==> src/rtl/shared_pkg.sv <==
// Shared SPI master definitions: FSM state encoding, command codes and the
// default read-data turnaround.
package shared_pkg;

    typedef enum logic [2:0] {
        IDLE,
        SEL,
        CMD,
        SHIFT,
        WAIT,
        CAPTURE,
        END
    } master_state_e;

    localparam logic [1:0] WR_ADDR = 2'b00;
    localparam logic [1:0] WR_DATA = 2'b01;
    localparam logic [1:0] RD_ADDR = 2'b10;
    localparam logic [1:0] RD_DATA = 2'b11;

    localparam int RD_WAIT_DEFAULT = 2;

endpackage

==> src/rtl/spi_master_shifter.sv <==
// 10-bit shift register: parallel load for the outgoing command, MSB-first
// shift with serial input so the same register also collects the read byte.
module spi_master_shifter (
    input  logic       clk,
    input  logic       rst,
    input  logic       load,
    input  logic [9:0] load_data,
    input  logic       shift_en,
    input  logic       serial_in,
    output logic       serial_out,
    output logic       next_out,
    output logic [7:0] capture_next
);

    logic [9:0] sh_q;
    logic [9:0] sh_d;

    always_comb begin
        sh_d = sh_q;
        if (load) begin
            sh_d = load_data;
        end else if (shift_en) begin
            sh_d = {sh_q[8:0], serial_in};
        end
    end

    always_ff @(posedge clk or posedge rst) begin
        if (rst) begin
            sh_q <= '0;
        end else begin
            sh_q <= sh_d;
        end
    end

    assign serial_out   = sh_q[9];
    assign next_out     = sh_q[8];
    // Low byte as it will look after the shift in progress completes.
    assign capture_next = {sh_q[6:0], serial_in};

endmodule

==> src/rtl/spi_master.sv <==
// SPI master: sends a 10-bit command MSB first and, for rd-data commands,
// waits RD_WAIT cycles and captures one byte from MISO.
module spi_master
    import shared_pkg::*;
#(
    parameter int RD_WAIT = RD_WAIT_DEFAULT
) (
    input  logic       clk,
    input  logic       rst,
    input  logic       start,
    input  logic [9:0] cmd_data,
    input  logic       MISO,
    output logic       SS_n,
    output logic       MOSI,
    output logic       busy,
    output logic       done,
    output logic [7:0] rd_data,
    output logic       rd_valid
);

    localparam logic [3:0] WAIT_LAST = 4'(RD_WAIT - 1);

    master_state_e state_q, state_d;
    logic [3:0]    cnt_q, cnt_d;
    logic [1:0]    cmd_q, cmd_d;
    logic          ss_n_q, ss_n_d;
    logic          mosi_q, mosi_d;
    logic          busy_q, busy_d;
    logic          done_q, done_d;
    logic          rd_valid_q, rd_valid_d;
    logic [7:0]    rd_data_q, rd_data_d;

    logic          sh_load;
    logic          sh_shift;
    logic          sh_msb;
    logic          sh_next;
    logic [7:0]    sh_capture;

    spi_master_shifter u_shifter (
        .clk          (clk),
        .rst          (rst),
        .load         (sh_load),
        .load_data    (cmd_data),
        .shift_en     (sh_shift),
        .serial_in    (MISO),
        .serial_out   (sh_msb),
        .next_out     (sh_next),
        .capture_next (sh_capture)
    );

    // Outputs are computed for the state being entered so the registered
    // values line up with state_q without any decode glitches.
    always_comb begin
        state_d    = state_q;
        cnt_d      = cnt_q;
        cmd_d      = cmd_q;
        ss_n_d     = 1'b0;
        mosi_d     = 1'b0;
        busy_d     = 1'b1;
        done_d     = 1'b0;
        rd_valid_d = 1'b0;
        rd_data_d  = rd_data_q;
        sh_load    = 1'b0;
        sh_shift   = 1'b0;

        case (state_q)
            IDLE: begin
                ss_n_d = 1'b1;
                busy_d = 1'b0;
                if (start) begin
                    state_d = SEL;
                    cnt_d   = '0;
                    cmd_d   = cmd_data[9:8];
                    sh_load = 1'b1;
                    ss_n_d  = 1'b0;
                    busy_d  = 1'b1;
                end
            end
            SEL: begin
                state_d = CMD;
                cnt_d   = '0;
                mosi_d  = sh_msb;
            end
            CMD: begin
                state_d = SHIFT;
                cnt_d   = '0;
                mosi_d  = sh_msb;
            end
            SHIFT: begin
                if (cnt_q == 4'd9) begin
                    cnt_d = '0;
                    if (cmd_q == RD_DATA) begin
                        state_d = WAIT;
                    end else begin
                        state_d = END;
                        ss_n_d  = 1'b1;
                        done_d  = 1'b1;
                    end
                end else begin
                    cnt_d    = cnt_q + 4'd1;
                    sh_shift = 1'b1;
                    mosi_d   = sh_next;
                end
            end
            WAIT: begin
                if (cnt_q == WAIT_LAST) begin
                    state_d = CAPTURE;
                    cnt_d   = '0;
                end else begin
                    cnt_d = cnt_q + 4'd1;
                end
            end
            CAPTURE: begin
                sh_shift = 1'b1;
                if (cnt_q == 4'd7) begin
                    state_d    = END;
                    cnt_d      = '0;
                    ss_n_d     = 1'b1;
                    done_d     = 1'b1;
                    rd_valid_d = 1'b1;
                    rd_data_d  = sh_capture;
                end else begin
                    cnt_d = cnt_q + 4'd1;
                end
            end
            END: begin
                state_d = IDLE;
                cnt_d   = '0;
                ss_n_d  = 1'b1;
                busy_d  = 1'b0;
            end
            default: begin
                state_d = IDLE;
                cnt_d   = '0;
                ss_n_d  = 1'b1;
                busy_d  = 1'b0;
            end
        endcase
    end

    always_ff @(posedge clk or posedge rst) begin
        if (rst) begin
            state_q    <= IDLE;
            cnt_q      <= '0;
            cmd_q      <= '0;
            ss_n_q     <= 1'b1;
            mosi_q     <= 1'b0;
            busy_q     <= 1'b0;
            done_q     <= 1'b0;
            rd_valid_q <= 1'b0;
            rd_data_q  <= '0;
        end else begin
            state_q    <= state_d;
            cnt_q      <= cnt_d;
            cmd_q      <= cmd_d;
            ss_n_q     <= ss_n_d;
            mosi_q     <= mosi_d;
            busy_q     <= busy_d;
            done_q     <= done_d;
            rd_valid_q <= rd_valid_d;
            rd_data_q  <= rd_data_d;
        end
    end

    assign SS_n     = ss_n_q;
    assign MOSI     = mosi_q;
    assign busy     = busy_q;
    assign done     = done_q;
    assign rd_valid = rd_valid_q;
    assign rd_data  = rd_data_q;

endmodule

==> config.mk <==
export PLATFORM = sky130hd
export DESIGN_NAME = spi_master
export DESIGN_NICKNAME = d
export VERILOG_FILES = /design/src/rtl/shared_pkg.sv /design/src/rtl/spi_master_shifter.sv /design/src/rtl/spi_master.sv
export SDC_FILE = /design/constraint.sdc
export NUM_CORES = 1
export LEC_CHECK = 0
export ABC_AREA = 1
export CAP_MARGIN = 15
export CORE_MARGIN = 1.5
export CORE_UTILIZATION = 30
export CTS_CLUSTER_SIZE = 16
export DETAILED_ROUTE_END_ITERATION = 10
export GPL_ROUTABILITY_DRIVEN = 0
export GPL_TIMING_DRIVEN = 1
export SLEW_MARGIN = 15
export SYNTH_ARGS = -nofsm -noshare
export SYNTH_HDL_FRONTEND = slang
export SYNTH_HIERARCHICAL = 1
export SYNTH_SLANG_ARGS = --single-unit
==> constraint.sdc <==
create_clock -name clk -period 1.35 [get_ports clk]
set_input_delay 0.27 -clock clk [delete_from_list [all_inputs] [get_ports clk]]
set_output_delay 0.27 -clock clk [all_outputs]
set_load 0.1 [all_outputs]
# Yosys cells after proc, flatten, opt, wreduce, memory -nomap -nowiden
# Cells that the tools add are included.
# totals
memories,0
latch_bits,0
word_cells,59
out_inout_bits,13
regBits,32
rom_bits,0
mem_bits_rw,0
in_bits,14
# op_classes
bitwise_logic,0
reduce_logical,8
n_eq_ne,13
n_mux,27
mul,0
addsub,1
magnitude_cmp,0
n_div,0
n_shift,0
# op_table
cell,count
$mux 10,2
$pmux 3 s6,1
$mux 4,4
$pmux 4 s4,1
$mux 3,4
$mux 1,9
$ne 2x2->1 const B,4
$pmux 1 s2,4
$eq 3x2->1 const B,2
$eq 3x3->1 const B,2
$reduce_or 5->1,1
$add 4x1->4 const B,1
$eq 4x1->1 const B,1
$eq 4x3->1 const B,1
$eq 4x4->1 const B,1
$pmux 1 s4,1
$reduce_and 2->1,2
$reduce_and 4->1,1
$eq 3x1->1 const B,1
$logic_not 3->1,1
$reduce_or 3->1,1
$eq 2x2->1 const B,1
$mux 2,1
$reduce_bool 2->1,1
$reduce_or 2->1,1

# Logic depth before layout (Yosys ltp)
# logic_depth
depth_word,5
depth_mapped,9
ltp_nobuf,9

# Modules after synthesis
# The synthesis kept the hierarchy.
# modules_own_cells
mod,cells_per_inst,area_per_inst_um2,n_inst,seq_area_each_um2
spi_master,127,1057.3,1,551.8
spi_master_shifter,63,526.8,1,250.2

# Least setup slack after synthesis
# No wires, ideal clock.
# synth_timing
path_kind,reg2reg
startpoint,register cnt_q[1]
endpoint,register u_shifter.sh_q[0]
arrival_time_ps,1306
path_slack_ps,-80
path_stages_with_launch,9
n_path_buf,1
path_cell_list,dfrtp_1 > inv_1 > ha_1 > nand3_1 > nand2_2 > o21ai_0 > buf_6 > nand3_1 > nand3_1
# synth_via
elab_chain_cells,4
# synth_lines
item,line,source
"start, declared",spi_master.sv:24,"logic [3:0] cnt_q, cnt_d;"
"start signal, assigned",spi_master.sv:154,cnt_q <= cnt_d;
$eq 4x4->1,spi_master.sv:90,if (cnt_q == 4'd9) begin
$mux 1,spi_master.sv:90,
$pmux 1 s2,spi_master.sv:66,case (state_q)
named net sh_shift,spi_master.sv:34,logic sh_shift;
$reduce_bool 2->1 (no line),--,
"end signal, assigned",spi_master_shifter.sv:29,sh_q <= '0;
"end signal, assigned",spi_master_shifter.sv:31,sh_q <= sh_d;
"end, declared",spi_master_shifter.sv:15,logic [9:0] sh_q;
# The timed path passes the listed nets, and every way through them passes these cells.
# A chain may end at the register's enable or synchronous reset.

# Final worst setup path
# layout_timing
startpoint,register cnt_q[0]
endpoint,register state_q[1]
# layout_via
elab_chain_cells,3
# layout_lines
item,line,source
$eq 4x3->1 (tied with other cells),spi_master.sv:115,if (cnt_q == 4'd7) begin
$ne 2x2->1 (no line),--,
$reduce_and 4->1 (no line) (*),--,
"end signal, assigned",spi_master.sv:153,state_q <= state_d;
"end, declared",spi_master.sv:23,"master_state_e state_q, state_d;"
# Every way passes the cells marked *; elsewhere a longest branch is shown, timed or not.

==> results.cfg <==
[clocking]
root_buffer = clkbuf_8
clockBufferDepth = 2
clkSinkCount = 32
h-tree-depth = 2
cts_tree = done
numCtsBuffers = 5
postCtsHoldBufs = 0
clk-insertion-delay-late_ns = 0.29
clkTransAtPathRegs_ns = 0.07

[yosys]
syn_avg_cell_area_sq_um = 8.337
synthFlopType = dfrtp_1
yosysWarnings = 6
yosys-top-cells-area = dfrtp_1 (49%), nand2_1 (17%), nand3_1 (8.2%), buf_4 (3.8%), inv_1 (3.6%)
yosys-mux-area-fraction = 0
synth_compound_area_frac = 0.04660
yosys.area_share.simple = 0.3160
synth_edf_count = 0
synth_top_family_by_area = simple AND/OR/NAND/NOR gates
yosysTopAreaCell = dfrtp_1
ys_seq_elements = 32
synth_top_area_share = 0.4897
synth_most_common_cell = nand2_1
synth_area_sq_um = 1584
synth_cell_types = 25
synth_fp_nets = 206
synth_xor_area_frac = 0.005529
synth-seq-area-share = 0.5063
async_flop_share = 1.000
synth-adder-area-share = 0.01580
synth_commonest_cells = nand2_1 (70), dfrtp_1 (31), nand3_1 (26)
synthesis.instances = 190

[critical_path]
rr_startpoint = cnt_q[0]$_DFFE_PP0N_
end_kind = flip-flop
r2r_slack_ns = 0.008
critPathCapture = state_q[1]$_DFFE_PP0P_
criticalPathCategory = reg2reg
worstPathArrival_ns = 1.56
cp-start-kind = flip-flop
crit_required_ns = 1.57
r2r-end = state_q[1]$_DFFE_PP0P_
worst-r2r-cell-count = 10
cp_max_fo = 4
critPathLaunch = cnt_q[0]$_DFFE_PP0N_

[global_route]
grt_max_degree = 23
grt_pass1_wl_microns = 5658
grt_antenna_before_repair = 0
grt_pass1_vias = 1243
grt.total_usage = 0.1331
grt-ovfl-total = 0

[drt]
postRouteAntennaNets = 0
drt_first_pass_iters = 4
vias_per_cell = 4.439
drt_iter0_markers = 84
dr_total_vias = 1336
wl_per_cell_microns = 11.27
routed_wl_microns = 3393
drc = 0

[sta]
finalHoldViolCount = 0
setup_violations = 0
tightest_slew_ns = 0.4022
finalMaxSlewViolations = 0
period_needed_ns = 1.342
slew_headroom = 0.7316
finalCritPeriodShare = 0.9937
setup_slack_ns = 0.008485
finClkSkew_ns = 0.01132
fmax_mhz = 745.4
rsz0062_at_grt = true

[floorplan]
die_y_microns = 75.67
io_pins = 27
rows = 26
die_width_microns = 75.67
core_area_sq_um = 5107
dieArea_sq_um = 5725
start_util = 0.3101

[power_and_ir_drop]
p_per_area_nw_per_um2 = 1988
p_leak_nw = 1.118
ir_drop_uv = 883.4

[final_layout]
layoutNonFillerInstCount = 301
antennaDiodeCount = 0
area_delta_synth_final_pct = 47.63
drive_gt1_frac = 0.3117
fillerInstances = 496
layout.nets = 246

[place]
port_buffers = 26
place_ws_ns = -0.1402
placedCellCount = 288
place_hpwl_microns = 2376

[min_path]
hold_class = in2async

[job]
maxCapViolations = 0

[run_status]
outcome = finished, final reports clean
-- layout make-up --
| type | instances | area (sq um) | area share |
|---|---|---|---|
| clock buffer | 6 | 72.57 | 0.03103 |
| clock inverter | 2 | 35.03 | 0.01498 |
| inverter | 21 | 82.58 | 0.03531 |
| multi-input combinational | 127 | 705.7 | 0.3018 |
| sequential | 32 | 804.5 | 0.3440 |
| tap | 70 | 87.58 | 0.03745 |
| timing repair buffer | 43 | 550.5 | 0.2354 |
-- stage by stage --
step / power [mW] / setup TNS, ns / area, sq um / utilization / hold slack, ns
floorplan: 2.822 / 0 / 1588 / - / 0.1102
global placement: 3.345 / -1.353 / 2095 / 0.4101 / 0.4673
detailed placement: 3.378 / -1.685 / 2095 / 0.4101 / 0.4652
CTS: 4.483 / -0.005882 / 2275 / 0.4454 / 0.2952
global route: 4.937 / -0.5929 / 2338 / 0.4579 / 0.3208
finish: 4.648 / 0 / 2338 / 0.4579 / 0.2829
-- power breakdown --
group          switching [mW]  total, mW  internal, mW
clock network           0.366      0.913         0.548
logic                    1.29       2.24         0.945
registers               0.245       1.50          1.25
-- critical path: stages, from the launching register on --
cell     delay, ns
dfrtp_1       0.41
buf_6         0.13
ha_4          0.13
nand2_2       0.05
inv_2         0.08
nand2_2       0.05
nand2_2       0.07
nand2_4       0.07
nor2_4        0.17
nand2_2       0.06
nand2_1       0.05
-- kinds of logic (layout without fill, tap and decap cells) --
| kind of cell | Yosys count | after routing |
|---|---|---|
| and+or+nand+nor | 112 | 113 |
| AOI/OAI and AO/OA | 11 | 11 |
| xor gates and xnor gates | 1 | 1 |
| adders and majority gates | 2 | 2 |
| buffers and inverters | 32 | 72 |
| DFF | 32 | 32 |
-- state kept, by name, indices dropped and copies added (netlist names) --
signal,count
u_shifter/sh_q,10
rd_data,8
cnt_q,4
state_q,3
cmd_q,2
MOSI,1
SS_n,1
busy,1
done,1
rd_valid,1
-- layer usage --
layer | wire length [microns] | up-vias | global-route usage
li1 | - | 671 | -
met1 | 1615 | 628 | 0.1786
met2 | 1560 | 31 | 0.1988
met3 | 152 | 6 | 0.03175
met4 | 63 | 0 | 0.07143
met5 | 0 | - | 0
-- cells in the final DEF, fill, tap and decap left out, types with 4 or more instances in the layout --
cell type,n
buf_12,15
buf_4,13
clkbuf_8,5
clkdlybuf4s50_1,13
dfrtp_1,29
inv_1,11
inv_2,8
nand2_1,66
nand2_2,5
nand3_1,25
nor2_1,4
nor2_4,4
-- worst min-delay path by stage --
stage	start	to	slack, ns	cells after the start
after floorplan	rst	u_shifter/sh_q[0]$_DFFE_PP0P_	0.11	1
after global placement	cmd_q[1]$_DFFE_PP0P_	cmd_q[1]$_DFFE_PP0P_	0.47	2
after detailed placement	cmd_q[1]$_DFFE_PP0P_	cmd_q[1]$_DFFE_PP0P_	0.47	2
after CTS	rst	u_shifter/sh_q[7]$_DFFE_PP0P_	0.30	2
after global routing	rst	u_shifter/sh_q[6]$_DFFE_PP0P_	0.32	2
final	rst	u_shifter/sh_q[7]$_DFFE_PP0P_	0.28	2
-- repair_timing --
action / 4_1_cts / 5_1_grt
gates resized for setup: 10 / 16
pin swaps: 4 / 6
cloned: 1 / 0
endpoints found under the setup margin: 16 / 29
setup buffers: 3 / 1
No activity file was read; power rests on OpenSTA's default activity.
